File: src/rtl/fetch_pc_ctrl_if.sv
// fetch_pc_ctrl_if: icache request/response and decode handoff bundle for the fetch sequencer
interface fetch_pc_ctrl_if #(parameter int ADDR_W = 32);
  logic              ic_req_valid, ic_req_ready, ic_resp_valid;
  logic [ADDR_W-1:0] ic_req_addr;
  logic [31:0]       ic_resp_inst;
  logic              dec_valid, dec_ready, dec_is_c;
  logic [31:0]       dec_inst;
  logic [ADDR_W-1:0] dec_pc, dec_pred_pc;
  modport master (
    output ic_req_valid, ic_req_addr, dec_valid, dec_inst, dec_pc, dec_pred_pc, dec_is_c,
    input  ic_req_ready, ic_resp_valid, ic_resp_inst, dec_ready
  );
  modport slave (
    input  ic_req_valid, ic_req_addr, dec_valid, dec_inst, dec_pc, dec_pred_pc, dec_is_c,
    output ic_req_ready, ic_resp_valid, ic_resp_inst, dec_ready
  );
endinterface

File: src/rtl/fetch_pc_ctrl.sv
// fetch_pc_ctrl: fetch PC sequencer between icache, next-PC predictor and decode.
// Define RVC_EN to support 16-bit compressed instructions (len 2 when inst[1:0] != 2'b11).
module fetch_pc_ctrl #(
  parameter int              ADDR_W   = 32,
  parameter logic [ADDR_W-1:0] RESET_PC = '0
) (
  input  logic              clk_in,
  input  logic              rst_n_in,
  input  logic              rdy_in,
  fetch_pc_ctrl_if.master   bus,
  output logic [ADDR_W-1:0] pred_pc_out,
  output logic [31:0]       pred_inst_out,
  input  logic [6:0]        pred_op_type_in,
  input  logic [ADDR_W-1:0] pred_next_pc_in,
  input  logic              jalr_src_rdy_in,
  input  logic              flush_in,
  input  logic [ADDR_W-1:0] flush_pc_in
);
  localparam logic [6:0] OP_JAL = 7'b1101111, OP_JALR = 7'b1100111, OP_B_TYPE = 7'b1100011;
  typedef enum logic [2:0] {IDLE, REQ, WAIT, HOLD, DRAIN} state_e;
  state_e            state_q, state_d;
  logic [ADDR_W-1:0] pc_q, pc_d, len, next_pc;
  logic [31:0]       inst_q, inst_d;
  logic              is_c, is_ctrl, jalr_ok, dec_fire, outstanding;
`ifdef RVC_EN
  assign is_c = inst_q[1:0] != 2'b11;
`else
  assign is_c = 1'b0;
`endif
  assign len     = is_c ? ADDR_W'(2) : ADDR_W'(4);
  assign is_ctrl = pred_op_type_in == OP_JAL || pred_op_type_in == OP_JALR || pred_op_type_in == OP_B_TYPE;
  assign next_pc = is_ctrl ? pred_next_pc_in : pc_q + len;
  assign jalr_ok = pred_op_type_in != OP_JALR || jalr_src_rdy_in;
  assign bus.ic_req_valid = state_q == REQ && rdy_in;
  assign bus.ic_req_addr  = pc_q;
  assign bus.dec_valid    = state_q == HOLD && rdy_in && !flush_in && jalr_ok;
  assign bus.dec_inst     = inst_q;
  assign bus.dec_pc       = pc_q;
  assign bus.dec_pred_pc  = next_pc;
  assign bus.dec_is_c     = is_c;
  assign pred_pc_out      = pc_q;
  assign pred_inst_out    = inst_q;
  assign dec_fire         = bus.dec_valid && bus.dec_ready;
  // a response still owed by the icache must be swallowed after a redirect
  assign outstanding = ((state_q == WAIT || state_q == DRAIN) && !bus.ic_resp_valid) ||
                       (state_q == REQ && bus.ic_req_ready);
  always_comb begin
    state_d = state_q;
    pc_d    = pc_q;
    inst_d  = inst_q;
    if (rdy_in && flush_in) begin
      pc_d    = flush_pc_in;
      state_d = outstanding ? DRAIN : REQ;
    end else if (rdy_in) begin
      case (state_q)
        IDLE:    state_d = REQ;
        REQ:     state_d = bus.ic_req_ready ? WAIT : REQ;
        WAIT:    begin
          inst_d  = bus.ic_resp_valid ? bus.ic_resp_inst : inst_q;
          state_d = bus.ic_resp_valid ? HOLD : WAIT;
        end
        HOLD:    begin
          pc_d    = dec_fire ? next_pc : pc_q;
          state_d = dec_fire ? REQ : HOLD;
        end
        DRAIN:   state_d = bus.ic_resp_valid ? REQ : DRAIN;
        default: state_d = IDLE;
      endcase
    end
  end
  always_ff @(posedge clk_in or negedge rst_n_in) begin
    if (!rst_n_in) begin
      state_q <= IDLE;
      pc_q    <= RESET_PC;
      inst_q  <= '0;
    end else begin
      state_q <= state_d;
      pc_q    <= pc_d;
      inst_q  <= inst_d;
    end
  end
endmodule

File: src/flat_wrapper.sv
// flat-port wrapper written by rule: the top's interface ports become plain ports
module fetch_pc_ctrl_flat 
#(
  parameter int              ADDR_W   = 32,
  parameter logic [ADDR_W-1:0] RESET_PC = '0
)
  (clk_in, rst_n_in, rdy_in, pred_pc_out, pred_inst_out, pred_op_type_in, pred_next_pc_in, jalr_src_rdy_in, flush_in, flush_pc_in, bus_ic_req_valid, bus_ic_req_addr, bus_dec_valid, bus_dec_inst, bus_dec_pc, bus_dec_pred_pc, bus_dec_is_c, bus_ic_req_ready, bus_ic_resp_valid, bus_ic_resp_inst, bus_dec_ready);
  fetch_pc_ctrl_if #(.ADDR_W(ADDR_W)) bus_i ();
  input  logic clk_in;
  input  logic rst_n_in;
  input  logic rdy_in;
  output logic [ADDR_W-1:0] pred_pc_out;
  output logic [31:0] pred_inst_out;
  input  logic [6:0] pred_op_type_in;
  input  logic [ADDR_W-1:0] pred_next_pc_in;
  input  logic jalr_src_rdy_in;
  input  logic flush_in;
  input  logic [ADDR_W-1:0] flush_pc_in;
  output wire logic [$bits(bus_i.ic_req_valid)-1:0] bus_ic_req_valid;
  output wire logic [$bits(bus_i.ic_req_addr)-1:0] bus_ic_req_addr;
  output wire logic [$bits(bus_i.dec_valid)-1:0] bus_dec_valid;
  output wire logic [$bits(bus_i.dec_inst)-1:0] bus_dec_inst;
  output wire logic [$bits(bus_i.dec_pc)-1:0] bus_dec_pc;
  output wire logic [$bits(bus_i.dec_pred_pc)-1:0] bus_dec_pred_pc;
  output wire logic [$bits(bus_i.dec_is_c)-1:0] bus_dec_is_c;
  input wire logic [$bits(bus_i.ic_req_ready)-1:0] bus_ic_req_ready;
  input wire logic [$bits(bus_i.ic_resp_valid)-1:0] bus_ic_resp_valid;
  input wire logic [$bits(bus_i.ic_resp_inst)-1:0] bus_ic_resp_inst;
  input wire logic [$bits(bus_i.dec_ready)-1:0] bus_dec_ready;
  assign bus_ic_req_valid = bus_i.ic_req_valid;
  assign bus_ic_req_addr = bus_i.ic_req_addr;
  assign bus_dec_valid = bus_i.dec_valid;
  assign bus_dec_inst = bus_i.dec_inst;
  assign bus_dec_pc = bus_i.dec_pc;
  assign bus_dec_pred_pc = bus_i.dec_pred_pc;
  assign bus_dec_is_c = bus_i.dec_is_c;
  assign bus_i.ic_req_ready = bus_ic_req_ready;
  assign bus_i.ic_resp_valid = bus_ic_resp_valid;
  assign bus_i.ic_resp_inst = bus_ic_resp_inst;
  assign bus_i.dec_ready = bus_dec_ready;
  fetch_pc_ctrl #(.ADDR_W(ADDR_W), .RESET_PC(RESET_PC)) u_core (.clk_in(clk_in), .rst_n_in(rst_n_in), .rdy_in(rdy_in), .bus(bus_i), .pred_pc_out(pred_pc_out), .pred_inst_out(pred_inst_out), .pred_op_type_in(pred_op_type_in), .pred_next_pc_in(pred_next_pc_in), .jalr_src_rdy_in(jalr_src_rdy_in), .flush_in(flush_in), .flush_pc_in(flush_pc_in));
endmodule
File: config.mk
export PLATFORM = sky130hd
export DESIGN_NAME = fetch_pc_ctrl_flat
export DESIGN_NICKNAME = d
export VERILOG_FILES = /design/src/rtl/fetch_pc_ctrl_if.sv /design/src/rtl/fetch_pc_ctrl.sv /design/src/flat_wrapper.sv
export SDC_FILE = /design/constraint.sdc
export NUM_CORES = 1
export LEC_CHECK = 0
export BUFFER_PORTS_ARGS = -buffer_cell sky130_fd_sc_hd__buf_2
export CAP_MARGIN = 20
export CORE_AREA = 2 2 120 122
export CTS_CLUSTER_SIZE = 16
export DETAILED_ROUTE_END_ITERATION = 8
export DIE_AREA = 0 0 122 124
export PLACE_DENSITY = 0.73
export SLEW_MARGIN = 25
export SYNTH_ARGS = -nofsm -noshare
export SYNTH_HDL_FRONTEND = slang
export SYNTH_SLANG_ARGS = --single-unit
File: constraint.sdc
create_clock -name clk_in -period 2 [get_ports clk_in]
set_input_delay 0.2 -clock clk_in [delete_from_list [all_inputs] [get_ports clk_in]]
set_output_delay 0.2 -clock clk_in [all_outputs]
set_load 0.02 [all_outputs]
==> flow_metrics.tcl <==
set metrics [dict create \
    status "finished with violations" \
    violations "setup timing" \
    synth-main-ff-cell "dfrtp_1" \
    viasPerCell 4.93 \
    clock-sinks 67 \
    grt_pass1_wl_um 24800 \
    die_h_um 124 \
    min_path_type "in -> reg" \
    dieArea_um2 15100 \
    wl_per_cell_um 17.9 \
    r2r_end "u_core.bus.dec_pc[21]" \
    final_util_pct 52.9 \
    rr_startpoint "u_core.bus.dec_pc[2]" \
    cap_violations 0 \
    cts_buffers 9 \
    ctsRootBufferMaster "clkbuf_16" \
    dp_hpwl_um 13300 \
    avgSynthCellArea_um2 9.39 \
    finalPower_w 0.00665 \
    synth-edff-count 0 \
    core-area_um2 13700 \
    finalCritPeriodShare_pct 111 \
    htree_levels 3 \
    initial_utilization_pct 34.5 \
    die_w_um 122 \
    port_buffers 304 \
    hp-start "flush_pc_in[31]" \
    grt_pass1_vias 4428 \
    clock_latency_ns 0.34 \
    drt_iter0_drc 199 \
    area_growth_pct 53.5 \
    gr-total-overflow 0 \
    min_path_cells 3 \
    drt_pre_antenna_iters 5 \
    synth_fp_nets 616 \
    final_cell_mix "buf_2, buf_4, dfrtp_1" \
    ys_seq_area_share_pct 35.4 \
    critPathSlowestCell "dfrtp_1" \
    crit_path_end_kind "output port" \
    ys_types 60 \
    ys_ff_latch 67 \
    max_stage_delay_ns 0.37 \
    yosysTopAreaCell "dfrtp_1" \
    drv_slew 0 \
    antenna_found_initial 3 \
    grt_max_degree 44 \
    ys_warn_count 0 \
    ir_worst_vdd_mv 0.449 \
    critPathRequiredTime_ns 1.80 \
    fmax_mhz 451 \
    final_nets 902 \
    rr_worst_depth 7 \
    final-hold-violation-count 0 \
    grt_use_total_pct 22.0 \
    synth-async-reset-ratio_pct 100 \
    place.gp.congestion 0.870 \
    arrival_ns 2.02 \
    cp_cell_sequence "nand4_1 > buf_4 > nor4_4 > buf_6 > nand3_1 > xor2_2 > a21oi_2 > buf_4" \
    setup_viol 20 \
    clk_path_buf_depth 2 \
    synth_cells 504 \
    drt-total-wl_um 17500 \
    pin_count 306 \
    synth_area_leaders "dfrtp_1, buf_4, mux2_2, nand2_1, xor2_1" \
    p_leak_nw 3.87 \
    synth_top_area_share_pct 35.4 \
    path_class "reg -> out" \
    fin_skew_ns 0.00613 \
    syn_area_um2 4730 \
    power_density_nw_per_um2 916 \
    worst_slack_ns -0.219 \
    drc 0 \
    fillers 1273 \
    vias 4809 \
    r2r_slack_ns 0.09 \
    rsz0062_at_grt "true" \
    cp_max_fo 7 \
    layout_commonest_cell "buf_2" \
    crit_top_cell "buf_4" \
    tritoncts "done" \
    post-route-min-period_ns 2.22 \
    hold_ws_ns 0.0865 \
    path_clk_slew_ns 0.06 \
    ant_nets 0 \
    layout-drive-gt1-share_pct 65.4 \
    start_kind "flop" \
    num_rows 43 \
    whs_endpoint "u_core.bus.dec_pc[31]" \
]
[state kept, by name (all words and copies together) (netlist names)]
| register | cells |
|---|---|
| u_core.bus.dec_inst | 32 |
| u_core.state_q | 3 |
| u_core.bus.dec_pc | 32 |
[worst max-delay path by stage]
stage / startpoint / end / slack (ns) / depth (start not counted)
detailed placement: u_core.bus.dec_pc[2] / bus_dec_pred_pc[28] / 0.02 / 8
CTS: u_core.bus.dec_pc[23] / bus_dec_pred_pc[29] / -0.20 / 7
floorplan: u_core.bus.dec_pc[10] / bus_dec_pred_pc[25] / 0.01 / 6
finish: u_core.bus.dec_pc[19] / bus_dec_pred_pc[27] / -0.22 / 8
global route: u_core.bus.dec_pc[19] / bus_dec_pred_pc[25] / -0.34 / 7
global placement: u_core.bus.dec_pc[2] / bus_dec_pred_pc[28] / 0.04 / 8
[through the flow]
stage               instances  setup slack [ns]  cell area, um2  setup TNS [ns]
global placement          921            0.0432            6190               0
CTS                       962            -0.203            6990           -2.68
global route              975            -0.336            7260           -4.67
floorplan                 504            0.0126            4800               0
detailed placement        921            0.0192            6190               0
finish                    976            -0.219            7260           -2.57
[Yosys cell counts, types with 3 or more instances]
cell type,n
and3_1,7
a221o_1,6
nand3_1,11
nor3_1,6
buf_4,102
o21ai_0,16
a32o_1,4
nand2_1,47
nand4_1,10
a22o_1,12
a21oi_1,16
dfrtp_1,67
o211ai_1,8
xnor2_1,13
nor3b_1,3
inv_1,5
nor4_1,5
a32oi_1,4
a211o_1,3
a22oi_1,7
and2_1,3
buf_2,6
mux2_2,33
and4_1,3
o31ai_1,3
o21ai_1,4
clkbuf_1,15
xor2_1,15
nor2_1,22
a21o_1,14
[per-layer routing]
| metal | global-route usage, % | wire length (um) |
|---|---|---|
| met1 | 25.2 | 6750 |
| met2 | 39.6 | 9080 |
| met3 | 5.17 | 1340 |
| met4 | 8.19 | 277 |
| met5 | 0 | 27 |
[critical path: cells and delay by family (launching register included)]
kind | cells | cell delay [ns]
buffers and inverters | 3 | 0.49
AND/OR/NAND/NOR | 3 | 0.47
flip-flops | 1 | 0.37
XOR/XNOR | 1 | 0.18
AO/OA/AOI/OAI | 1 | 0.15
[logic make-up (layout without fill, tap and decap cells)]
group	after synthesis	after routing	share of synthesized area (%)
fa+ha+maj	1	1	0.264
buf+inv	130	421	18.7
mux	33	33	7.86
flops	67	67	35.4
xor+xnor	28	28	5.18
compound gates	106	106	16.1
simple gates	138	138	16.4
other cells	1	2	0.0793
[layout make-up]
type / count / area (um2) / share of cell area, %
sequential: 67 / 1680 / 23.2
inverter: 5 / 18.8 / 0.259
antenna: 1 / 2.50 / 0.0345
clock buffer: 10 / 239 / 3.29
tap: 180 / 225 / 3.10
clock inverter: 6 / 88.8 / 1.22
multi-input combinational: 307 / 2530 / 34.9
timing repair buffer: 400 / 2470 / 34.0
[timing repair]
item / CTS / global route
buffers inserted: 24 / 15
hold buffers: 1 / 0
gates cloned: 0 / 0
pin swaps: 21 / 23
hold endpoints to repair: 24 / 0
endpoints found under the setup margin: 23 / 26
resized for setup: 68 / 36
[report_power, final]
| group | switching, W | internal, W | leakage, nW |
|---|---|---|---|
| logic | 0.00186 | 0.00120 | 2.86 |
| clock network | 0.000625 | 0.00112 | 0.155 |
| registers | 0.000208 | 0.00163 | 0.859 |
Note: power is estimated with default switching activity, not from simulation.
